### config.mk
export PLATFORM = sky130hd
export DESIGN_NAME = alu_pipe
export DESIGN_NICKNAME = d
export VERILOG_FILES = /design/src/rtl/alu_pipe.sv
export SDC_FILE = /design/constraint.sdc
export NUM_CORES = 1
export LEC_CHECK = 0
export ABC_AREA = 1
export BUFFER_PORTS_ARGS = -buffer_cell sky130_fd_sc_hd__buf_2
export CORE_MARGIN = 10
export CORE_UTILIZATION = 48
export CTS_CLUSTER_SIZE = 28
export DETAILED_ROUTE_END_ITERATION = 8
export PLACE_DENSITY = 0.72
export SLEW_MARGIN = 20
export SYNTH_ARGS = -nofsm -noshare
export SYNTH_HDL_FRONTEND = slang
export SYNTH_SLANG_ARGS = --single-unit
### constraint.sdc
create_clock -name clk -period 3.7 [get_ports clk]
set_input_delay 0.74 -clock clk [delete_from_list [all_inputs] [get_ports clk]]
set_output_delay 0.74 -clock clk [all_outputs]
set_load 0.05 [all_outputs]
### src/rtl/alu_pipe.sv
// alu_pipe
// Two-stage pipelined dual-bank bitwise ALU with valid/ready handshakes and
// a sticky, counting interrupt.
//
// Ports:
//   clk, rst_n          clock (rising edge), asynchronous active-low reset
//   global_enable       1 = accept new operations; pipeline always drains
//   enable_a/enable_b   bank select at accept time (A has priority)
//   op_a/op_b           2-bit opcodes for bank A / bank B
//   in_a, in_b          operands
//   in_valid/in_ready   input handshake (in_ready is combinational)
//   out/out_valid       registered result and its valid flag
//   out_ready           consumer accepts out
//   match_val/match_en  interrupt on result == match_val
//   zero_en             interrupt on result == 0
//   irq_clear           clears irq and irq_count
//   irq/irq_count       sticky interrupt and saturating event counter
module alu_pipe #(
    parameter int WIDTH = 8,
    parameter int CNT_W = 4
) (
    input  logic             clk,
    input  logic             rst_n,
    input  logic             global_enable,
    input  logic             enable_a,
    input  logic             enable_b,
    input  logic [1:0]       op_a,
    input  logic [1:0]       op_b,
    input  logic [WIDTH-1:0] in_a,
    input  logic [WIDTH-1:0] in_b,
    input  logic             in_valid,
    output logic             in_ready,
    output logic [WIDTH-1:0] out,
    output logic             out_valid,
    input  logic             out_ready,
    input  logic [WIDTH-1:0] match_val,
    input  logic             match_en,
    input  logic             zero_en,
    input  logic             irq_clear,
    output logic             irq,
    output logic [CNT_W-1:0] irq_count
);

    logic             r_s1Valid;
    logic             r_s1BankB;
    logic [1:0]       r_s1Op;
    logic [WIDTH-1:0] r_s1A;
    logic [WIDTH-1:0] r_s1B;
    logic [WIDTH-1:0] r_out;
    logic             r_outValid;
    logic             r_irq;
    logic [CNT_W-1:0] r_irqCount;

    logic             w_adv2;
    logic             w_inReady;
    logic             w_accept;
    logic [WIDTH-1:0] w_result;
    logic             w_event;

    // Stage 2 may load whenever the output register is empty or being consumed.
    assign w_adv2    = !r_outValid || out_ready;
    assign w_inReady = global_enable && (!r_s1Valid || w_adv2);
    assign w_accept  = in_valid && w_inReady;

    // Bitwise result of the operation held in stage 1.
    always_comb begin
        w_result = '0;
        if (!r_s1BankB) begin
            case (r_s1Op)
                2'b00:   w_result = r_s1A & r_s1B;
                2'b01:   w_result = ~r_s1A & ~r_s1B;
                2'b10:   w_result = r_s1A | r_s1B;
                default: w_result = r_s1A ^ r_s1B;
            endcase
        end else begin
            case (r_s1Op)
                2'b00:   w_result = ~(r_s1A ^ r_s1B);
                2'b01:   w_result = r_s1A & r_s1B;
                2'b10:   w_result = ~(r_s1A | r_s1B);
                default: w_result = r_s1A | r_s1B;
            endcase
        end
    end

    // A single event even when both the match and zero conditions hold.
    assign w_event = w_adv2 && r_s1Valid &&
                     ((match_en && (w_result == match_val)) ||
                      (zero_en && (w_result == '0)));

    // Stage 1: capture an accepted transaction. A transaction with neither
    // bank enabled is consumed but leaves the stage empty. When intake is
    // blocked only by global_enable, the stage still empties into stage 2 so
    // the pipeline drains instead of replaying its contents.
    always_ff @(posedge clk or negedge rst_n) begin
        if (!rst_n) begin
            r_s1Valid <= 1'b0;
            r_s1BankB <= 1'b0;
            r_s1Op    <= 2'b00;
            r_s1A     <= '0;
            r_s1B     <= '0;
        end else if (w_inReady) begin
            r_s1Valid <= w_accept && (enable_a || enable_b);
            r_s1BankB <= !enable_a;
            r_s1Op    <= enable_a ? op_a : op_b;
            r_s1A     <= in_a;
            r_s1B     <= in_b;
        end else if (w_adv2) begin
            r_s1Valid <= 1'b0;
        end
    end

    // Stage 2: output register, held while the consumer stalls.
    always_ff @(posedge clk or negedge rst_n) begin
        if (!rst_n) begin
            r_out      <= '0;
            r_outValid <= 1'b0;
        end else if (w_adv2) begin
            r_out      <= w_result;
            r_outValid <= r_s1Valid;
        end
    end

    // Sticky interrupt and saturating counter; a same-cycle event beats clear.
    always_ff @(posedge clk or negedge rst_n) begin
        if (!rst_n) begin
            r_irq      <= 1'b0;
            r_irqCount <= '0;
        end else if (irq_clear) begin
            r_irq      <= w_event;
            r_irqCount <= w_event ? CNT_W'(1) : '0;
        end else if (w_event) begin
            r_irq <= 1'b1;
            if (r_irqCount != '1) begin
                r_irqCount <= r_irqCount + CNT_W'(1);
            end
        end
    end

    assign in_ready  = w_inReady;
    assign out       = r_out;
    assign out_valid = r_outValid;
    assign irq       = r_irq;
    assign irq_count = r_irqCount;

endmodule
==> impl_metrics.csv, run 1 <==
group,metric,value,unit
worst_setup_path,cp_slowest_cell,"nor2_1",
detailed_routing,drt-initial-drc-count,70,
layout,fin_cells,510,
detailed_routing,wl,6.16,mm
yosys,ys_types,28,
timing,grt_setup_unrepaired,"false",
worst_setup_path,cp_num_buf_inv,3,
detailed_routing,drc,0,
clock_network,hold_buffers,0,
grt,grt_pass1_vias,2498,
power_and_ir_drop,power_leakage,1.71,nW
worst_setup_path,crit_chain,"buf_2 > nor2_1 > nand2_1 > nand2_1 > inv_2 > buf_2",
timing,period_minus_slack,2.72,ns
worst_setup_path,critical-path-top-delay-family,"simple AND/OR/NAND/NOR gates",
worst_setup_path,worstPathMaxFanout,37,
layout,drive_above_1_share,20.9,%
floorplanning,die-area,8850,um2
detailed_routing,wl_per_cell,12.1,um
timing,setup_viol,0,
layout,diodes,0,
yosys,syn-cell-area,2640,um2
place,dpl_cell_area,2900,um2
timing,hold_violations,0,
yosys,synth_seq_cells,34,
yosys,synth_area_leaders,"dfrtp_1 (32%), nand2_1 (20%), inv_1 (8.4%), ha_1 (8.1%), o21ai_0 (6.1%)",
clock_network,cts.clk_slew.worst_paths,0.08,ns
grt,track_usage,14.8,%
power_and_ir_drop,ir_drop,0.214,mV
worst_setup_path,crit_required,2.96,ns
place,place_hpwl,4.84,mm
detailed_routing,via_per_inst,4.85,
yosys,ys_seq_area_share,32.3,%
layout,final_cell_area,3010,um2
clock_network,tritoncts,"done",
detailed_routing,ant_nets,0,
timing,fin_setup_tns,0,ns
timing,drv_slew,0,
yosys,synth.avg_cell_area,6.74,um2
place,portBuffers,52,
yosys,yosysWarningCount,0,
floorplanning,core_area,5200,um2
worst_setup_path,critPathMaxStageDelay,0.37,ns
floorplanning,rows,26,
outcome,status,"finished clean",
yosys,synth_nets,446,
floorplanning,ios,53,
worst_setup_path,cp.arrival,1.98,ns
detailed_routing,dr_total_vias,2472,
floorplanning,die_x,94.1,um
place,gp_congestion,0.837,
clock_network,h-tree-depth,2,
grt,overflow,0,
clock_network,cts_num_sinks,34,
timing,relSlewSlack,48.7,%
run,maxCapViolations,0,
timing,finClkSkew,0.00623,ns
timing,fmax,0.367,GHz
detailed_routing,dr.pass1.iters,4,
place,numPlacedInstances,502,
clock_network,clockBufferDepth,2,
timing,fin_crit_sh,73.6,%
min_path,hold_path_class,"flop to flop",
power_and_ir_drop,powerDensity,450,nW/um2
clock_network,clk_latency,0.30,ns
worst_setup_path,worstSetupPathType,"input pin to output port",
floorplanning,initial_utilization,50.6,%
worst_setup_path,cp-end-kind,"output port",
clock_network,numCtsBuffers,5,
timing,worst_pin_slew,0.770,ns
grt,grt_start_max_net_pins,38,
yosys,netlist.area_leader.share,32.3,%
clock_network,cts.repair.resized,0,
worst_setup_path,worst_setup_path_start_kind,"input pin",
layout,nets,494,
layout,syn_to_final_growth,14.2,%
clock_network,postCtsSetupBuffers,0,
clock_network,ctsRootBufferMaster,"clkbuf_8",
grt,antenna_found_initial,0,
yosys,synth_top_area_cell,"dfrtp_1",
yosys,syn_inst,391,
floorplanning,die_h,94.1,um
grt,grt_pass1_wl,10.8,mm
final timing paths:
kind                                start            to  slack, ns  cells past startpoint
worst min-delay path            r_s1Valid     out_valid       0.48                      2
max in group asynchronous           rst_n        out[6]       2.70                      1
min in group asynchronous           rst_n      r_s1B[3]       0.51                      1
worst min register to register  r_s1Valid     out_valid       0.48                      2
worst max register to register  r_s1Op[0]  irq_count[0]       1.29                     17
worst max-delay path            out_ready      in_ready       0.98                      6
through the flow:
stage	total power [mW]	setup slack (ns)	util, %	hold WS (ns)
after floorplan	0.891	1.27	-	0.444
after global placement	0.998	0.993	55.6	0.468
after detailed placement	1.01	0.954	55.6	0.463
after CTS	1.37	0.949	57.8	0.483
after global routing	1.46	0.773	57.8	0.503
final	1.35	0.977	57.8	0.477
state kept, by name, indices dropped and copies added, names as in the netlist:
signal / flops
r_s1A: 8
r_s1B: 8
out_valid: 1
r_s1BankB: 1
irq_count: 4
r_s1Valid: 1
r_s1Op: 2
irq: 1
out: 8
synthesized netlist by cell type:
cell	n
nand3_2	10
inv_4	1
o211ai_1	2
nor2_2	1
nor3b_1	1
inv_1	59
a21oi_2	2
nand2_1	137
nand3_1	24
a31oi_1	5
a21oi_1	1
ha_1	17
nor3_1	1
nand3b_1	3
nor2_4	1
xor2_1	1
o21ai_2	1
buf_4	2
or2_0	1
nand4_1	3
nand2_4	1
inv_2	3
buf_6	5
nor2_1	27
o21ai_0	32
dfrtp_1	34
clkbuf_1	4
nand2_2	12
kinds of logic after synthesis:
kind of cell	count (synthesis)	share of synthesized area, %
buf+inv	74	12.3
fa+ha+maj	17	8.07
simple gates	222	37.9
flops	34	32.3
xor+xnor	1	0.332
compound gates	43	9.02
cells in the final DEF, fill, tap and decap left out, types with 2 or more instances in the layout:
cell / n
a31oi_1: 5
nand4_1: 3
nand2_1: 137
clkinvlp_4: 2
nand3b_1: 3
ha_1: 17
nand2_2: 12
clkbuf_8: 5
a21oi_2: 2
o21ai_0: 32
nand3_1: 24
dfrtp_1: 34
nand3_2: 10
inv_1: 59
nor2_1: 27
inv_2: 3
buf_2: 52
o211ai_1: 2
worst reg2reg max path, cell delays in order, from the launching register on:
cell and delay (ns):
dfrtp_1 0.83, inv_2 0.16, nand2_1 0.16, nor2_1 0.05, o21ai_0 0.15, nand2_1 0.14
nand2_2 0.13, nand2_1 0.06, nand2_1 0.05, nand2_1 0.04, nor2_1 0.08, nand3_1 0.08
nand2_1 0.09, nand2_1 0.05, nand2_1 0.08, nand2_1 0.07, nand2_1 0.06, nand2_1 0.04
cell type report:
class / instances / area, um2
timing repair buffer: 52 / 260
clock inverter: 3 / 45.0
multi-input combinational: 283 / 1460
fill: 540 / 2190
inverter: 63 / 239
sequential: 34 / 851
clock buffer: 5 / 68.8
tap: 70 / 87.6
layer usage:
metal	global-route usage, %	wire, um	up-vias
li1	-	-	1310
met1	17.2	2690	1112
met2	26.0	3060	42
met3	3.44	316	8
met4	5.06	93	0
met5	0	0	-
power by group:
| part | internal [mW] | switching, mW | total, mW |
|---|---|---|---|
| registers | 0.422 | 0.0490 | 0.471 |
| logic | 0.163 | 0.365 | 0.528 |
| clock network | 0.200 | 0.154 | 0.355 |
Note: power is estimated with default switching activity, not from simulation.
==> run 2: changes to the inputs <==
--- a/config.mk
+++ b/config.mk
@@ -5,13 +5,13 @@
 export SDC_FILE = /design/constraint.sdc
 export NUM_CORES = 1
 export LEC_CHECK = 0
-export ABC_AREA = 1
+export ABC_AREA = 0
 export BUFFER_PORTS_ARGS = -buffer_cell sky130_fd_sc_hd__buf_2
 export CORE_MARGIN = 10
 export CORE_UTILIZATION = 48
 export CTS_CLUSTER_SIZE = 28
 export DETAILED_ROUTE_END_ITERATION = 8
-export PLACE_DENSITY = 0.72
+export PLACE_DENSITY = 0.76
 export SLEW_MARGIN = 20
 export SYNTH_ARGS = -nofsm -noshare
 export SYNTH_HDL_FRONTEND = slang
==> constraint.sdc (replaced) <==
create_clock -name clk -period 2.4 [get_ports clk]
set_input_delay 0.48 -clock clk [delete_from_list [all_inputs] [get_ports clk]]
set_output_delay 0.48 -clock clk [all_outputs]
set_load 0.05 [all_outputs]
==> impl_metrics.csv, run 2 <==
group,metric,value,unit
worst_setup_path,crit_chain,"buf_6 > buf_4 > nand2b_1 > and4b_1 > o21a_1 > a211oi_2 > o2111ai_2 > o31ai_4 > buf_4 > nand4_1 > a21oi_1",
clock_network,clockBufferDepth,2,
timing,grt_setup_unrepaired,"true",
detailed_routing,dr_total_vias,2442,
yosys,yosysWarningCount,0,
power_and_ir_drop,power.total,2.25,mW
detailed_routing,drt-initial-drc-count,169,
place,portBuffers,52,
floorplanning,die_h,91.6,um
timing,drv_slew,0,
detailed_routing,wl_per_cell,15.7,um
place,dpl_cell_area,3000,um2
outcome,violations,"setup timing",
timing,fmax,0.382,GHz
grt,track_usage,15.8,%
place,dp_worst_setup_slack,-0.199,ns
yosys,synth_top_flop_cell,"dfrtp_1",
clock_network,cts_num_sinks,34,
timing,hold_violations,0,
floorplanning,die-area,8390,um2
detailed_routing,via_per_inst,5.41,
clock_network,h-tree-depth,2,
grt,antenna_found_initial,0,
worst_setup_path,r2r_setup_slack,-0.22,ns
yosys,synth.avg_cell_area,8.51,um2
detailed_routing,drc,0,
min_path,hold_path_class,"input pin to async pin",
yosys,synth_common_cells,"nand2_1 (49), dfrtp_1 (34), o21ai_0 (30)",
worst_setup_path,cp-end-kind,"flop",
power_and_ir_drop,powerDensity,659,nW/um2
detailed_routing,wl,7.09,mm
layout,nets,438,
layout,multiInputGateArea,1600,um2
worst_setup_path,rr_startpoint,"r_s1Op[1]",
layout,drive_above_1_share,38.8,%
yosys,synth_nets,344,
layout,diodes,0,
yosys,synth_top_area_cell,"dfrtp_1",
layout,fin_cells,451,
place,numPlacedInstances,429,
layout,final_cell_mix,"buf_2 (52), nand2_1 (48), buf_4 (46), dfrtp_1 (31), o21ai_0 (26)",
clock_network,cts.clk_slew.worst_paths,0.07,ns
worst_setup_path,crit_path_frequent_cell,"buf_4",
timing,setup_viol,5,
run,maxCapViolations,0,
layout,final_common_cell,"buf_2",
outcome,status,"finished with violations",
layout,final_util,70.5,%
floorplanning,core_area,4850,um2
layout,final-seq-area,855,um2
yosys,ys_types,54,
yosys,syn_inst,289,
timing,fin_setup_tns,-0.970,ns
yosys,netlist.area_leader.share,34.6,%
worst_setup_path,worst_setup_path_start_kind,"flop",
yosys,syn-cell-area,2460,um2
worst_setup_path,crit_required,2.62,ns
layout,syn_to_final_growth,38.9,%
clock_network,clk_latency,0.29,ns
clock_network,ctsRootBufferMaster,"clkbuf_8",
clock_network,numCtsBuffers,5,
floorplanning,die_x,91.6,um
grt,overflow,0,
worst_setup_path,cp.arrival,2.84,ns
worst_setup_path,cp.depth,11,
yosys,synth_seq_cells,34,
yosys,async_flop_share,100,%
worst_setup_path,worstPathMaxFanout,9,
worst_setup_path,rr_worst_depth,11,
detailed_routing,ant_nets,0,
timing,fin_crit_sh,109,%
grt,grt_start_max_net_pins,35,
floorplanning,rows,25,
yosys,yosysMostFrequentCell,"nand2_1",
worst_setup_path,cp_num_buf_inv,3,
worst_setup_path,worstSetupPathType,"flop to flop",
power_and_ir_drop,ir_drop,0.335,mV
timing,relSlewSlack,47.5,%
detailed_routing,dr.pass1.iters,4,
layout,final_cell_area,3420,um2
grt,grt_pass1_wl,11.2,mm
layout,fillCellCount,367,
yosys,ys_seq_area_share,34.6,%
timing,finClkSkew,0.00297,ns
place,gp_congestion,0.879,
worst_setup_path,critical-path-top-delay-family,"compound AO/OA/AOI/OAI gates",
timing,setup_ws,-0.221,ns
floorplanning,initial_utilization,50.7,%
worst_setup_path,cp_slowest_cell,"dfrtp_2",
grt,grt_pass1_vias,2404,
timing,period_minus_slack,2.62,ns
clock_network,tritoncts,"done",
place,place_hpwl,4.67,mm
timing,holdWs,0.266,ns
floorplanning,ios,53,
worst_setup_path,r2r-end,"irq_count[1]",
worst_setup_path,critPathMaxStageDelay,0.44,ns
power_and_ir_drop,power_leakage,1.66,nW
timing,worst_pin_slew,0.788,ns
yosys,synth_area_leaders,"dfrtp_1 (35%), ha_1 (8.7%), nand2_1 (7.5%), o21ai_0 (6.1%), nand2b_1 (3.6%)",
worst_setup_path,crit_start,"r_s1Op[1]",
yosys,synth_edf_count,0,
-- run 2: changes by cell type in the layout (fill, tap and decap cells not counted), sizes merged, moves of 13 or more --
cell,delta
nor2,-20
nand2,-100
nand3,-29
nor2b,+13
buf,+50
inv,-39
nand2b,+14
-- run 2: how the worst max path moves through the flow --
stage | slack, ns | end
6_report | -0.22 | irq_count[1]
2_1_floorplan | 0.04 | in_ready
4_1_cts | -0.14 | irq_count[2]
5_1_grt | -0.36 | irq_count[1]
3_3_place_gp | -0.09 | irq_count[2]
3_5_place_dp | -0.20 | irq_count[3]
-- run 2: final cells by class --
| type | instances | share of cell area (%) |
|---|---|---|
| inverter | 24 | 2.64 |
| timing repair buffer | 103 | 20.3 |
| multi-input combinational | 215 | 46.8 |
| clock inverter | 2 | 0.366 |
| tap | 67 | 2.45 |
| clock buffer | 6 | 2.42 |
| sequential | 34 | 25.0 |
-- run 2: timing repair --
action                     CTS  global route
setup endpoints to repair    5             5
setup buffers                8             6
cloned                       0             1
pin swaps                   15            11
resized for setup           23            18
hold buffers                 0             0
-- run 2: report_power, final --
part / switching (mW) / internal (mW)
combinational: 0.622 / 0.475
sequential: 0.0499 / 0.652
clock: 0.220 / 0.230
-- run 2: kinds of logic after synthesis --
kind of cell    after synthesis  share of synthesized area [%]
simple gates                117                           25.7
buf+inv                      40                           7.79
flops                        34                           34.6
xor+xnor                      4                           1.73
mux                           4                           2.14
fa+ha+maj                    17                           8.65
compound gates               73                           19.4
-- run 2: layer usage --
metal / up-vias / routed length (um) / global-route usage (%)
met2: 79 / 3410 / 25.5
met5: - / 0 / 0
met4: 0 / 178 / 5.87
met3: 16 / 493 / 5.35
li1: 1199 / - / -
met1: 1148 / 3020 / 18.9
==> run 3: changes to the inputs <==
--- a/config.mk
+++ b/config.mk
@@ -12,6 +12,7 @@
 export CTS_CLUSTER_SIZE = 28
 export DETAILED_ROUTE_END_ITERATION = 8
 export PLACE_DENSITY = 0.76
+export RECOVER_POWER = 100
 export SLEW_MARGIN = 20
 export SYNTH_ARGS = -nofsm -noshare
 export SYNTH_HDL_FRONTEND = slang
==> impl_metrics.csv, run 3 (synthesized netlist as in run 2, its figures left out) <==
group,metric,value,unit
detailed_routing,drt-initial-drc-count,190,
place,place_hpwl,4.67,mm
timing,setup_viol,5,
timing,fmax,0.380,GHz
place,gp_congestion,0.879,
layout,nets,438,
power_and_ir_drop,powerDensity,661,nW/um2
detailed_routing,wl_met2,3.37,mm
power_and_ir_drop,combPwrFrac,48.4,%
clock_network,numCtsBuffers,5,
worst_setup_path,cp-end-kind,"flop",
layout,drive_above_1_share,34.9,%
min_path,hold_path_class,"input pin to flop",
worst_setup_path,crit_required,2.62,ns
clock_network,h-tree-depth,2,
floorplanning,die_h,91.6,um
min_path,hp-start,"in_b[2]",
timing,setup_ws,-0.230,ns
power_and_ir_drop,p_sw,899,uW
min_path,hold_depth,3,
layout,diodes,0,
power_and_ir_drop,p_int,1.34,mW
detailed_routing,via_per_inst,5.44,
clock_network,cts.clk_slew.worst_paths,0.07,ns
floorplanning,core_area,4850,um2
place,portBuffers,52,
layout,fillCellCount,376,
outcome,status,"finished with violations",
timing,hold_violations,0,
floorplanning,die-area,8390,um2
worst_setup_path,cp.arrival,2.85,ns
detailed_routing,top_layer,"met4",
clock_network,cts_num_sinks,34,
detailed_routing,dr_total_vias,2455,
worst_setup_path,r2r-end,"irq_count[1]",
detailed_routing,met1_length,3.04,mm
layout,final_cell_mix,"nand2_1 (48), buf_4 (44), buf_2 (37), dfrtp_1 (31), o21ai_0 (26)",
grt,grt_pass1_vias,2404,
clock_network,tritoncts,"done",
detailed_routing,wl,7.15,mm
place,dpl_cell_area,3000,um2
power_and_ir_drop,ir_drop,0.325,mV
timing,worst_pin_slew,1.88,ns
grt,overflow,0,
timing,drv_slew,35,
grt,grt_pass1_wl,11.2,mm
layout,final_cell_area,3390,um2
timing,grt_setup_unrepaired,"true",
grt,antenna_found_initial,0,
detailed_routing,drc,0,
timing,relSlewSlack,-25.3,%
power_and_ir_drop,swShare,40.1,%
worst_setup_path,rr_worst_depth,11,
detailed_routing,dr.pass1.iters,4,
clock_network,clk_latency,0.29,ns
power_and_ir_drop,p_clk_share,20.2,%
worst_setup_path,rr_startpoint,"r_s1A[0]",
clock_network,clockBufferDepth,2,
timing,period_minus_slack,2.63,ns
worst_setup_path,worstPathMaxFanout,5,
layout,final_common_cell,"nand2_1",
grt,track_usage,15.8,%
power_and_ir_drop,power.total,2.24,mW
grt,grt_start_max_net_pins,35,
detailed_routing,wl_per_cell,15.9,um
floorplanning,ios,53,
min_path,min_to,"r_s1B[2]",
timing,fin_setup_tns,-1.01,ns
detailed_routing,ant_nets,0,
layout,syn_to_final_growth,38.1,%
timing,fin_crit_sh,110,%
layout,fin_cells,451,
clock_network,ctsRootBufferMaster,"clkbuf_8",
outcome,violations,"capacitance limit, slew limit, setup timing",
floorplanning,die_x,91.6,um
detailed_routing,wl_met3,560,um
floorplanning,rows,25,
worst_setup_path,worstSetupPathType,"flop to flop",
floorplanning,initial_utilization,50.7,%
place,numPlacedInstances,429,
power_and_ir_drop,power_leakage,1.60,nW
run,maxCapViolations,1,
timing,finClkSkew,0.00356,ns
worst_setup_path,worst_setup_path_start_kind,"flop",
power_and_ir_drop,p_seq_share,31.4,%
worst_setup_path,r2r_setup_slack,-0.23,ns
[run 3: final cells by class]
class / count / area, um2 / area share (%)
well taps: 67 / 83.8 / 2.47
flip-flops and latches: 34 / 855 / 25.2
clock buffers: 6 / 82.6 / 2.43
inverters: 24 / 90.1 / 2.65
clock inverters: 2 / 12.5 / 0.369
multi-input cells: 215 / 1600 / 47.1
repair buffers: 103 / 672 / 19.8
[run 3: critical path: stages, from the launching register on]
cell	delay, ns
dfrtp_1	0.36
inv_1	0.06
ha_1	0.35
nor2b_1	0.17
o21ai_1	0.14
o31ai_2	0.11
a211oi_2	0.32
o2111ai_2	0.26
o31ai_4	0.40
buf_4	0.18
nand4_1	0.07
a21oi_1	0.13
[run 3: metrics by stage]
stage	utilization [%]	worst slack (ns)	hold WS [ns]
6_report	70.0	-0.230	0.382
5_1_grt	70.0	-0.364	0.392
4_1_cts	67.3	-0.144	0.290
3_5_place_dp	62.0	-0.199	0.452
3_3_place_gp	62.0	-0.0910	0.445
2_1_floorplan	-	0.0393	0.184
[run 3: power by group through the flow]
stage	logic [mW]	registers (mW)	clock network (mW)
2_1_floorplan	0.450	0.853	0
3_3_place_gp	0.881	0.704	0
3_5_place_dp	0.894	0.711	0
4_1_cts	0.968	0.701	0.457
5_1_grt	1.16	0.716	0.481
6_report	1.08	0.704	0.454
[run 3: repair_timing]
action | CTS | global route
resized for setup | 23 | 18
setup endpoints to repair | 5 | 5
gates cloned | 0 | 1
hold endpoints to repair | 0 | 0
hold buffers | 0 | 0
pin swaps | 15 | 11
buffers inserted | 8 | 6
[run 3: worst max path at each step]
stage	cells after the start	slack [ns]	to	start
final	11	-0.23	irq_count[1]	r_s1A[0]
after global routing	11	-0.36	irq_count[1]	r_s1A[0]
after global placement	10	-0.09	irq_count[2]	r_s1B[1]
after CTS	10	-0.14	irq_count[2]	r_s1B[7]
after detailed placement	10	-0.20	irq_count[3]	r_s1B[1]
after floorplan	6	0.04	in_ready	out_valid
[run 3: layer usage]
metal	global-route usage [%]	vias to the layer above
met5	0	-
met4	5.87	0
met3	5.35	16
met2	25.5	92
met1	18.9	1153
li1	-	1194
